## config.mk

```make
export PLATFORM = sky130hd
export DESIGN_NAME = seq_detector_prog
export DESIGN_NICKNAME = d
export VERILOG_FILES = /design/src/rtl/seq_det_pkg.sv /design/src/rtl/seq_match_cmp.sv /design/src/rtl/seq_detector_prog.sv
export SDC_FILE = /design/constraint.sdc
export NUM_CORES = 1
export LEC_CHECK = 0
export ABC_AREA = 1
export CAP_MARGIN = 0
export CORE_ASPECT_RATIO = 0.6
export CORE_UTILIZATION = 50
export DETAILED_ROUTE_END_ITERATION = 7
export GPL_ROUTABILITY_DRIVEN = 0
export PLACE_DENSITY_LB_ADDON = 0.25
export SLEW_MARGIN = 0
export SYNTH_ARGS = -nofsm -noshare
export SYNTH_HDL_FRONTEND = slang
export SYNTH_SLANG_ARGS = --single-unit
```

## constraint.sdc

```tcl
create_clock -name clk -period 2.6 [get_ports clk]
set_clock_uncertainty 0.2 [all_clocks]
set_input_delay 0.52 -clock clk [delete_from_list [all_inputs] [get_ports clk]]
set_output_delay 0.52 -clock clk [all_outputs]
set_load 0.05 [all_outputs]
```

## src/rtl/seq_det_pkg.sv

```systemverilog
// Shared types and default sizing for the programmable serial pattern detector.
package seq_det_pkg;

    localparam int unsigned DEF_MAX_LEN = 8;
    localparam int unsigned DEF_CNT_W   = 8;

    typedef enum logic {
        UNCFG = 1'b0,
        RUN   = 1'b1
    } state_t;

endpackage

```

## src/rtl/seq_match_cmp.sv

```systemverilog
// Masked compare of the shift window against the programmed pattern; only the low len bits matter.
module seq_match_cmp
    import seq_det_pkg::*;
#(
    parameter int unsigned MAX_LEN = DEF_MAX_LEN,
    parameter int unsigned LEN_W   = $clog2(MAX_LEN + 1)
) (
    input  logic [MAX_LEN-1:0] window,
    input  logic [MAX_LEN-1:0] pattern,
    input  logic [LEN_W-1:0]   len,
    output logic               hit
);

    logic [MAX_LEN-1:0] mask;

    always_comb begin
        mask = '0;
        for (int unsigned i = 0; i < MAX_LEN; i++) begin
            mask[i] = (LEN_W'(i) < len);
        end
        hit = ((window ^ pattern) & mask) == '0;
    end

endmodule

```

## src/rtl/seq_detector_prog.sv

```systemverilog
// Runtime-programmable serial pattern detector with overlap control, match pulse and saturating counter.
module seq_detector_prog
    import seq_det_pkg::*;
#(
    parameter int unsigned MAX_LEN = DEF_MAX_LEN,
    parameter int unsigned LEN_W   = $clog2(MAX_LEN + 1),
    parameter int unsigned CNT_W   = DEF_CNT_W
) (
    input  logic               clk,
    input  logic               reset,
    input  logic               cfg_we,
    input  logic [MAX_LEN-1:0] cfg_pattern,
    input  logic [LEN_W-1:0]   cfg_len,
    input  logic               cfg_overlap,
    input  logic               in_valid,
    input  logic               in,
    input  logic               cnt_clr,
    output logic               match,
    output logic [CNT_W-1:0]   match_count,
    output logic               cfg_err,
    output logic               busy
);

    state_t             state;
    logic [MAX_LEN-2:0] history;
    logic [MAX_LEN-1:0] pattern;
    logic [MAX_LEN-1:0] window;
    logic [LEN_W-1:0]   fill;
    logic [LEN_W-1:0]   len;
    logic               overlap;
    logic               cmp_hit;
    logic               fill_ok;
    logic               cfg_legal;
    logic               accept;
    logic               hit;

    // Window includes the bit arriving this cycle, so a hit is known at the accepting edge.
    assign window    = {history, in};
    assign fill_ok   = ({1'b0, fill} + (LEN_W + 1)'(1)) >= {1'b0, len};
    assign cfg_legal = (cfg_len != '0) && (cfg_len <= LEN_W'(MAX_LEN));
    assign accept    = (state == RUN) && in_valid && !cfg_we;
    assign hit       = accept && fill_ok && cmp_hit;

    seq_match_cmp #(
        .MAX_LEN (MAX_LEN),
        .LEN_W   (LEN_W)
    ) u_cmp (
        .window  (window),
        .pattern (pattern),
        .len     (len),
        .hit     (cmp_hit)
    );

    always_ff @(posedge clk or posedge reset) begin
        if (reset) begin
            state       <= UNCFG;
            history     <= '0;
            fill        <= '0;
            pattern     <= '0;
            len         <= '0;
            overlap     <= 1'b0;
            match       <= 1'b0;
            match_count <= '0;
            cfg_err     <= 1'b0;
            busy        <= 1'b0;
        end else begin
            match <= hit;

            if (cnt_clr) begin
                match_count <= '0;
            end else if (hit && (match_count != '1)) begin
                match_count <= match_count + CNT_W'(1);
            end

            if (cfg_we) begin
                if (cfg_legal) begin
                    state   <= RUN;
                    busy    <= 1'b1;
                    pattern <= cfg_pattern;
                    len     <= cfg_len;
                    overlap <= cfg_overlap;
                    history <= '0;
                    fill    <= '0;
                    cfg_err <= 1'b0;
                end else begin
                    state   <= UNCFG;
                    busy    <= 1'b0;
                    cfg_err <= 1'b1;
                end
            end else if (accept) begin
                if (hit && !overlap) begin
                    history <= '0;
                    fill    <= '0;
                end else begin
                    history <= window[MAX_LEN-2:0];
                    if (fill != LEN_W'(MAX_LEN)) begin
                        fill <= fill + LEN_W'(1);
                    end
                end
            end
        end
    end

endmodule

```

==> results of run 1 <==
## power breakdown
group          switching (µW)  internal [µW]  total [µW]  leakage [µW]
combinational             235            155         389      0.000705
clock                     177            178         356     0.0000371
sequential               53.4            603         656      0.000457
total                     465            936        1400       0.00120
## area by class of cell
| cell class | instances | area [µm²] | area share, % |
|---|---|---|---|
| sequential | 35 | 877 | 35.8 |
| tap | 47 | 58.8 | 2.40 |
| multi-input combinational | 185 | 986 | 40.2 |
| timing repair buffer | 32 | 313 | 12.8 |
| clock buffer | 6 | 72.6 | 2.96 |
| inverter | 38 | 143 | 5.82 |
## final timing paths
path / to / slack [ns]
max reg2reg: match_count[4] / 0.19
max in group asynchronous: fill[0] / 1.43
min in group asynchronous: pattern[5] / 0.44
min: cfg_err / 0.32
min reg2reg: cfg_err / 0.32
max: match_count[4] / 0.19
## synthesized netlist by cell type
cell      number  area, µm²
clkinv_1       2       7.51
nor3_1         4       20.0
dfrtp_1       35        876
and2_4         1       8.76
o21ai_1        1       5.00
buf_6          2       22.5
o22ai_1        7       43.8
nor2_1        15       56.3
nand4_1        2       12.5
buf_4          1       7.51
inv_1         33        124
buf_2          2       10.0
o21ai_4        1       16.3
nand2_2        2       12.5
nand3_1       18       90.1
nand2_4        1       11.3
xnor2_1        2       17.5
a21oi_1        1       5.00
nor3b_1        2       15.0
nand2_1       91        342
nor2_2         4       25.0
inv_2          3       11.3
o21ai_2        1       8.76
nand3b_1       1       7.51
xor2_1         7       61.3
o21ai_0       12       60.1
nand3_2        4       40.0
ha_1           7       87.6
nand2_8        1       20.0
## kinds of logic after synthesis
group / count (synthesis)
buffers and inverters: 43
xor gates and xnor gates: 9
AOI/OAI and AO/OA: 23
DFF: 35
and+or+nand+nor: 146
adders and majority gates: 7
## registers in the layout (all words and copies together) (netlist names)
name and cells:
pattern 8, cfg_err 1, history 7, len 4, state 1, overlap 1, fill 4, match 1
match_count 8
## worst max-delay path, stage by stage (launching register included)
cell,delay [ns]
dfrtp_2,0.45
ha_1,0.25
xor2_2,0.16
ha_1,0.30
nand2_1,0.07
nand2_1,0.05
nand2_1,0.05
nand2_1,0.05
nor2_1,0.14
nor2_2,0.06
and2_4,0.17
nand2_4,0.13
nand2_8,0.09
nand2_1,0.09
o21ai_2,0.05
## repair_timing
| item | CTS | global route |
|---|---|---|
| hold buffers | 0 | 0 |
| gates resized for setup | 0 | 4 |
| setup buffers | 0 | 1 |
| setup endpoints to repair | 0 | 11 |
## per-layer routing
metal | wire length [µm] | GRT usage [%] | up-vias
met5 | 0 | 0 | -
met4 | 10 | 5.17 | 0
met3 | 288 | 6.79 | 2
met2 | 1680 | 29.9 | 50
met1 | 2360 | 35.2 | 751
li1 | - | - | 889
## stage by stage
| step | TNS [ns] | hold WS, ns | setup slack (ns) |
|---|---|---|---|
| final | 0 | 0.323 | 0.190 |
| after global routing | -0.0313 | 0.371 | -0.0147 |
| after CTS | 0 | 0.326 | 0.158 |
| after detailed placement | 0 | 0.307 | 0.178 |
| after global placement | 0 | 0.289 | 0.229 |
| after floorplan | 0 | 0.261 | 0.404 |
==> out/results.tsv, run 1 <==
stage	metric	value	unit
hold_path	holdPathStages	2	
die	die_h	51.3	µm
timing	hold_viol	0	
clock_tree	clockBufferDepth	2	
critical_path	arrival	2.38	ns
die	ios	30	
drt	postRouteAntennaNets	0	
power	leakagePower	0.00120	µW
drt	vias	1692	
critical_path	rr_worst_depth	14	
synthesis	seq_area_frac_synth	43.3	%
run	drv_cap	0	
cells_and_area	drive_above_1_share	9.46	%
cells_and_area	area_growth	21.0	%
synthesis	syn_inst	263	
critical_path	worstSetupEndpointType	flip-flop	
placement	dp.cells	336	
synthesis	synthSimpleGateAreaFrac	32.6	%
critical_path	rr_startpoint	fill[0]	
power	p_total	1400	µW
power	power.density	572	mW/mm²
cells_and_area	nets	323	
timing	setup_viol	0	
critical_path	startpoint	fill[0]	
grt	antenna_found_initial	0	
timing	post-route-period-util	92.7	%
synthesis	ys_types	29	
die	core-area	0.00376	mm²
die	die_area	0.00432	mm²
critical_path	critPathLaunchType	flip-flop	
synthesis	synth-seq-cells	35	
clock_tree	clk_latency	0.28	ns
cells_and_area	final_util	65.1	%
placement	port_buffers	29	
synthesis	synthXorXnorAreaFrac	3.89	%
synthesis	synth_nets	289	
die	rows	17	
cells_and_area	n_antenna_cell	0	
grt	grt.total_usage	22.6	%
clock_tree	htree_levels	2	
drt	drc	0	
drt	drt_iter0_markers	181	
die	start_util	53.8	%
placement	placed_cell_area	0.00235	mm²
hold_path	worstHoldPathType	reg -> reg	
cells_and_area	final_cell_mix	91 x nand2_1, 34 x dfrtp_1, 33 x inv_1	
clock_tree	clock-root-buffer	clkbuf_8	
grt	first_global_vias	1473	
grt	grt_pass1_wl	7370	µm
synthesis	synth_area	0.00202	mm²
cells_and_area	final_area	0.00245	mm²
outcome	status	completed	
cells_and_area	final_common_cell	nand2_1	
power	peakVddDrop	0.328	mV
die	die_x	84.1	µm
hold_path	worstHoldStart	cfg_err	
grt	grt_max_degree	36	
timing	fin_crit	2.41	ns
drt	via_per_inst	4.93	
timing	max_freq	415	MHz
synthesis	avgSynthCellArea	7.70	µm²
clock_tree	cts.sinks	35	
clock_tree	clk_pin_slew	0.06	ns
critical_path	critPathKind	reg -> reg	
critical_path	critPathRequiredTime	2.57	ns
cells_and_area	n_fill_cell	320	
timing	relSlewSlack	62.9	%
synthesis	synthMuxAreaShare	0	%
timing	final_max_slew_viol_count	0	
drt	first_pass_iters	5	
synthesis	synth_compound_area_share	6.86	%
synthesis	synth_fa_ha_area_share	4.33	%
grt	grt-ovfl-total	0	
synthesis	yosysWarnings	0	
clock_tree	numCtsBuffers	5	
drt	wl_per_cell	12.7	µm
clock_tree	cts_tree	built	
placement	dp_hpwl	3240	µm
synthesis	synth_top_family_by_area	simple AND/OR/NAND/NOR gates	
drt	routed_wirelength	4340	µm
cells_and_area	instances_no_fill	343	
critical_path	cp_max_fo	9	
timing	tightest_slew	0.555	ns
(Power assumes the default switching activity.)
==> run 2: changes to the inputs <==
- CORE_UTILIZATION: 50 -> 49
- clock period: 2.6 -> 2.2 ns (I/O delays scaled with it)
==> out/results.tsv, run 2 (same netlist as run 1, synthesis figures left out) <==
stage	metric	value	unit	change
outcome	status	finished, violations left		was completed
outcome	failed_checks	setup timing		
cells_and_area	instances_no_fill	359		was 343
die	die_x	85.0	µm	was 84.1 µm
power	power.density	688	mW/mm²	was 572 mW/mm²
grt	grt_pass1_wl	8040	µm	was 7370 µm
drt	postRouteAntennaNets	0		unchanged
timing	timing.setup.tns	-1.60	ns	was 0 ns
timing	max_freq	431	MHz	was 415 MHz
power	swShare	32.7	%	was 33.2%
critical_path	cp_max_fo	5		was 9
cells_and_area	final_area	0.00267	mm²	was 0.00245 mm²
drt	vias	1804		was 1,692
cells_and_area	final_common_cell	nand2_1		unchanged
cells_and_area	top_regs	match_count x8, pattern x8, history x7		unchanged
power	p_clk_share	27.8	%	was 25.4%
cells_and_area	final_cell_mix	85 x nand2_1, 35 x dfrtp_1, 33 x inv_1		was 91 x nand2_1, 34 x dfrtp_1, 33 x inv_1
hold_path	worstHoldPathType	reg -> reg		unchanged
critical_path	critPathRequiredTime	2.17	ns	was 2.57 ns
die	start_util	53.2	%	was 53.8%
critical_path	cp_cell_sequence	ha_2 -> xor2_2 -> ha_1 -> nand2_1 -> inv_1 -> nand3_1 -> nor2_1 -> nor2_2 -> nor2_2 -> nand3_2 -> nand3_4 -> nand2_4 -> nand2_2 -> nand2_2		was ha_1 -> xor2_2 -> ha_1 -> nand2_1 -> nand2_1 -> nand2_1 -> nand2_1 -> nor2_1 -> nor2_2 -> and2_4 -> nand2_4 -> nand2_8 -> nand2_1 -> o21ai_2
critical_path	critPathLaunchType	flip-flop		unchanged
power	p_switching	601	µW	was 465 µW
cells_and_area	nets	337		was 323
timing	timing.hold.ws	0.322	ns	was 0.323 ns
timing	tightest_slew	0.506	ns	was 0.555 ns
timing	relSlewSlack	66.2	%	was 62.9%
drt	routed_wirelength	4800	µm	was 4340 µm
die	core-area	0.00381	mm²	was 0.00376 mm²
die	die_h	51.8	µm	was 51.3 µm
critical_path	slowest_stage	dfrtp_1		was dfrtp_2
clock_tree	cts.sinks	35		unchanged
clock_tree	clk_latency	0.28	ns	about the same
cells_and_area	drive_above_1_share	21.2	%	was 9.46%
critical_path	critPathKind	reg -> reg		unchanged
power	pwr-share-comb	30.1	%	was 27.8%
critical_path	max_stage_delay	0.41	ns	was 0.45 ns
cells_and_area	final-seq-area	876	µm²	was 877 µm²
grt	first_global_vias	1680		was 1,473
clock_tree	numCtsBuffers	5		unchanged
cells_and_area	n_fill_cell	296		was 320
timing	setup_viol	19		was 0
timing	final_max_slew_viol_count	0		unchanged
drt	drt_iter0_markers	95		was 181
timing	hold_viol	0		unchanged
cells_and_area	n_antenna_cell	0		unchanged
critical_path	arrival	2.30	ns	was 2.38 ns
clock_tree	cts_tree	built		unchanged
power	leakagePower	0.00132	µW	was 0.00120 µW
critical_path	crit_family	simple AND/OR/NAND/NOR gates		unchanged
timing	setup_slack	-0.122	ns	was 0.190 ns
clock_tree	clk_pin_slew	0.07	ns	was 0.06 ns
cells_and_area	area_growth	31.6	%	was 21.0%
placement	dp_hpwl	3400	µm	was 3240 µm
power	seqPwrFrac	42.1	%	was 46.8%
cells_and_area	multi_input_area	0.00107	mm²	was 986 µm²
grt	antenna_found_initial	0		unchanged
placement	dp.cells	347		was 336
clock_tree	htree_levels	2		unchanged
die	die_area	0.00440	mm²	was 0.00432 mm²
drt	wl_per_cell	13.4	µm	was 12.7 µm
critical_path	worst-path-buf-inv	1		was 0
grt	grt_max_degree	36		unchanged
drt	via_per_inst	5.03		was 4.93
power	power.internal	1230	µW	was 936 µW
critical_path	worstSetupEndpointType	flip-flop		unchanged
placement	placed_cell_area	0.00241	mm²	was 0.00235 mm²
grt	grt.total_usage	24.2	%	was 22.6%
power	peakVddDrop	0.371	mV	was 0.328 mV
timing	post-route-period-util	106	%	was 92.7%
drt	drc	0		unchanged
grt	grt-ovfl-total	0		unchanged
die	rows	17		unchanged
clock_tree	clock-root-buffer	clkbuf_8		unchanged
die	ios	30		unchanged
run	drv_cap	0		unchanged
clock_tree	clockBufferDepth	2		unchanged
placement	port_buffers	29		unchanged
timing	fin_crit	2.32	ns	was 2.41 ns
timing	rsz0062_at_grt	yes		
drt	first_pass_iters	4		was 5
==> run 2: final timing paths <==
kind                       cells after the start  slack [ns]        endpoint        from
min in group asynchronous                      3        0.35  match_count[0]       reset
hold / removal                                 2        0.32      pattern[6]  pattern[6]
setup / recovery                              14       -0.12         fill[0]     fill[1]
max in group asynchronous                      3        1.14      history[1]       reset
setup reg to reg                              14       -0.12         fill[0]     fill[1]
hold reg to reg                                2        0.32      pattern[6]  pattern[6]
==> run 2: per-layer routing <==
metal / GRT usage [%] / wire [µm]
met1: 36.1 / 2450
met2: 36.0 / 2050
met3: 5.40 / 277
met4: 5.08 / 27
met5: 0 / 0
==> run 2: area by class of cell <==
type	instances	share of cell area, %
sequential	35	32.9
multi-input combinational	185	40.2
inverter	38	5.35
timing repair buffer	46	15.6
clock buffer	8	3.76
tap	47	2.21
==> run 2: power by group through the flow <==
stage	Clock, µW	Sequential (µW)	Combinational (µW)
6_report	510	771	553
5_1_grt	554	780	623
4_1_cts	519	768	525
3_5_place_dp	0	779	486
3_3_place_gp	0	777	477
2_1_floorplan	0	793	306
==> run 2: repair_timing <==
action / in CTS / in global routing
setup endpoints to repair: 19 / 19
hold buffers: 0 / 0
setup buffers: 2 / 2
gates resized for setup: 17 / 5
pin swaps: 2 / 5
==> run 2: stage by stage <==
| step | worst slack, ns | util [%] | total power (µW) |
|---|---|---|---|
| 6_report | -0.122 | 70.0 | 1830 |
| 5_1_grt | -0.260 | 70.0 | 1960 |
| 4_1_cts | -0.0862 | 69.1 | 1810 |
| 3_5_place_dp | -0.150 | 63.4 | 1260 |
| 3_3_place_gp | -0.120 | 63.4 | 1250 |
| 2_1_floorplan | 0.00359 | - | 1100 |
==> run 2: worst min-delay path, cell delays in order (launching register included) <==
cell and delay (ns):
dfrtp_1 0.38, nand2_1 0.07, nand2_1 0.05
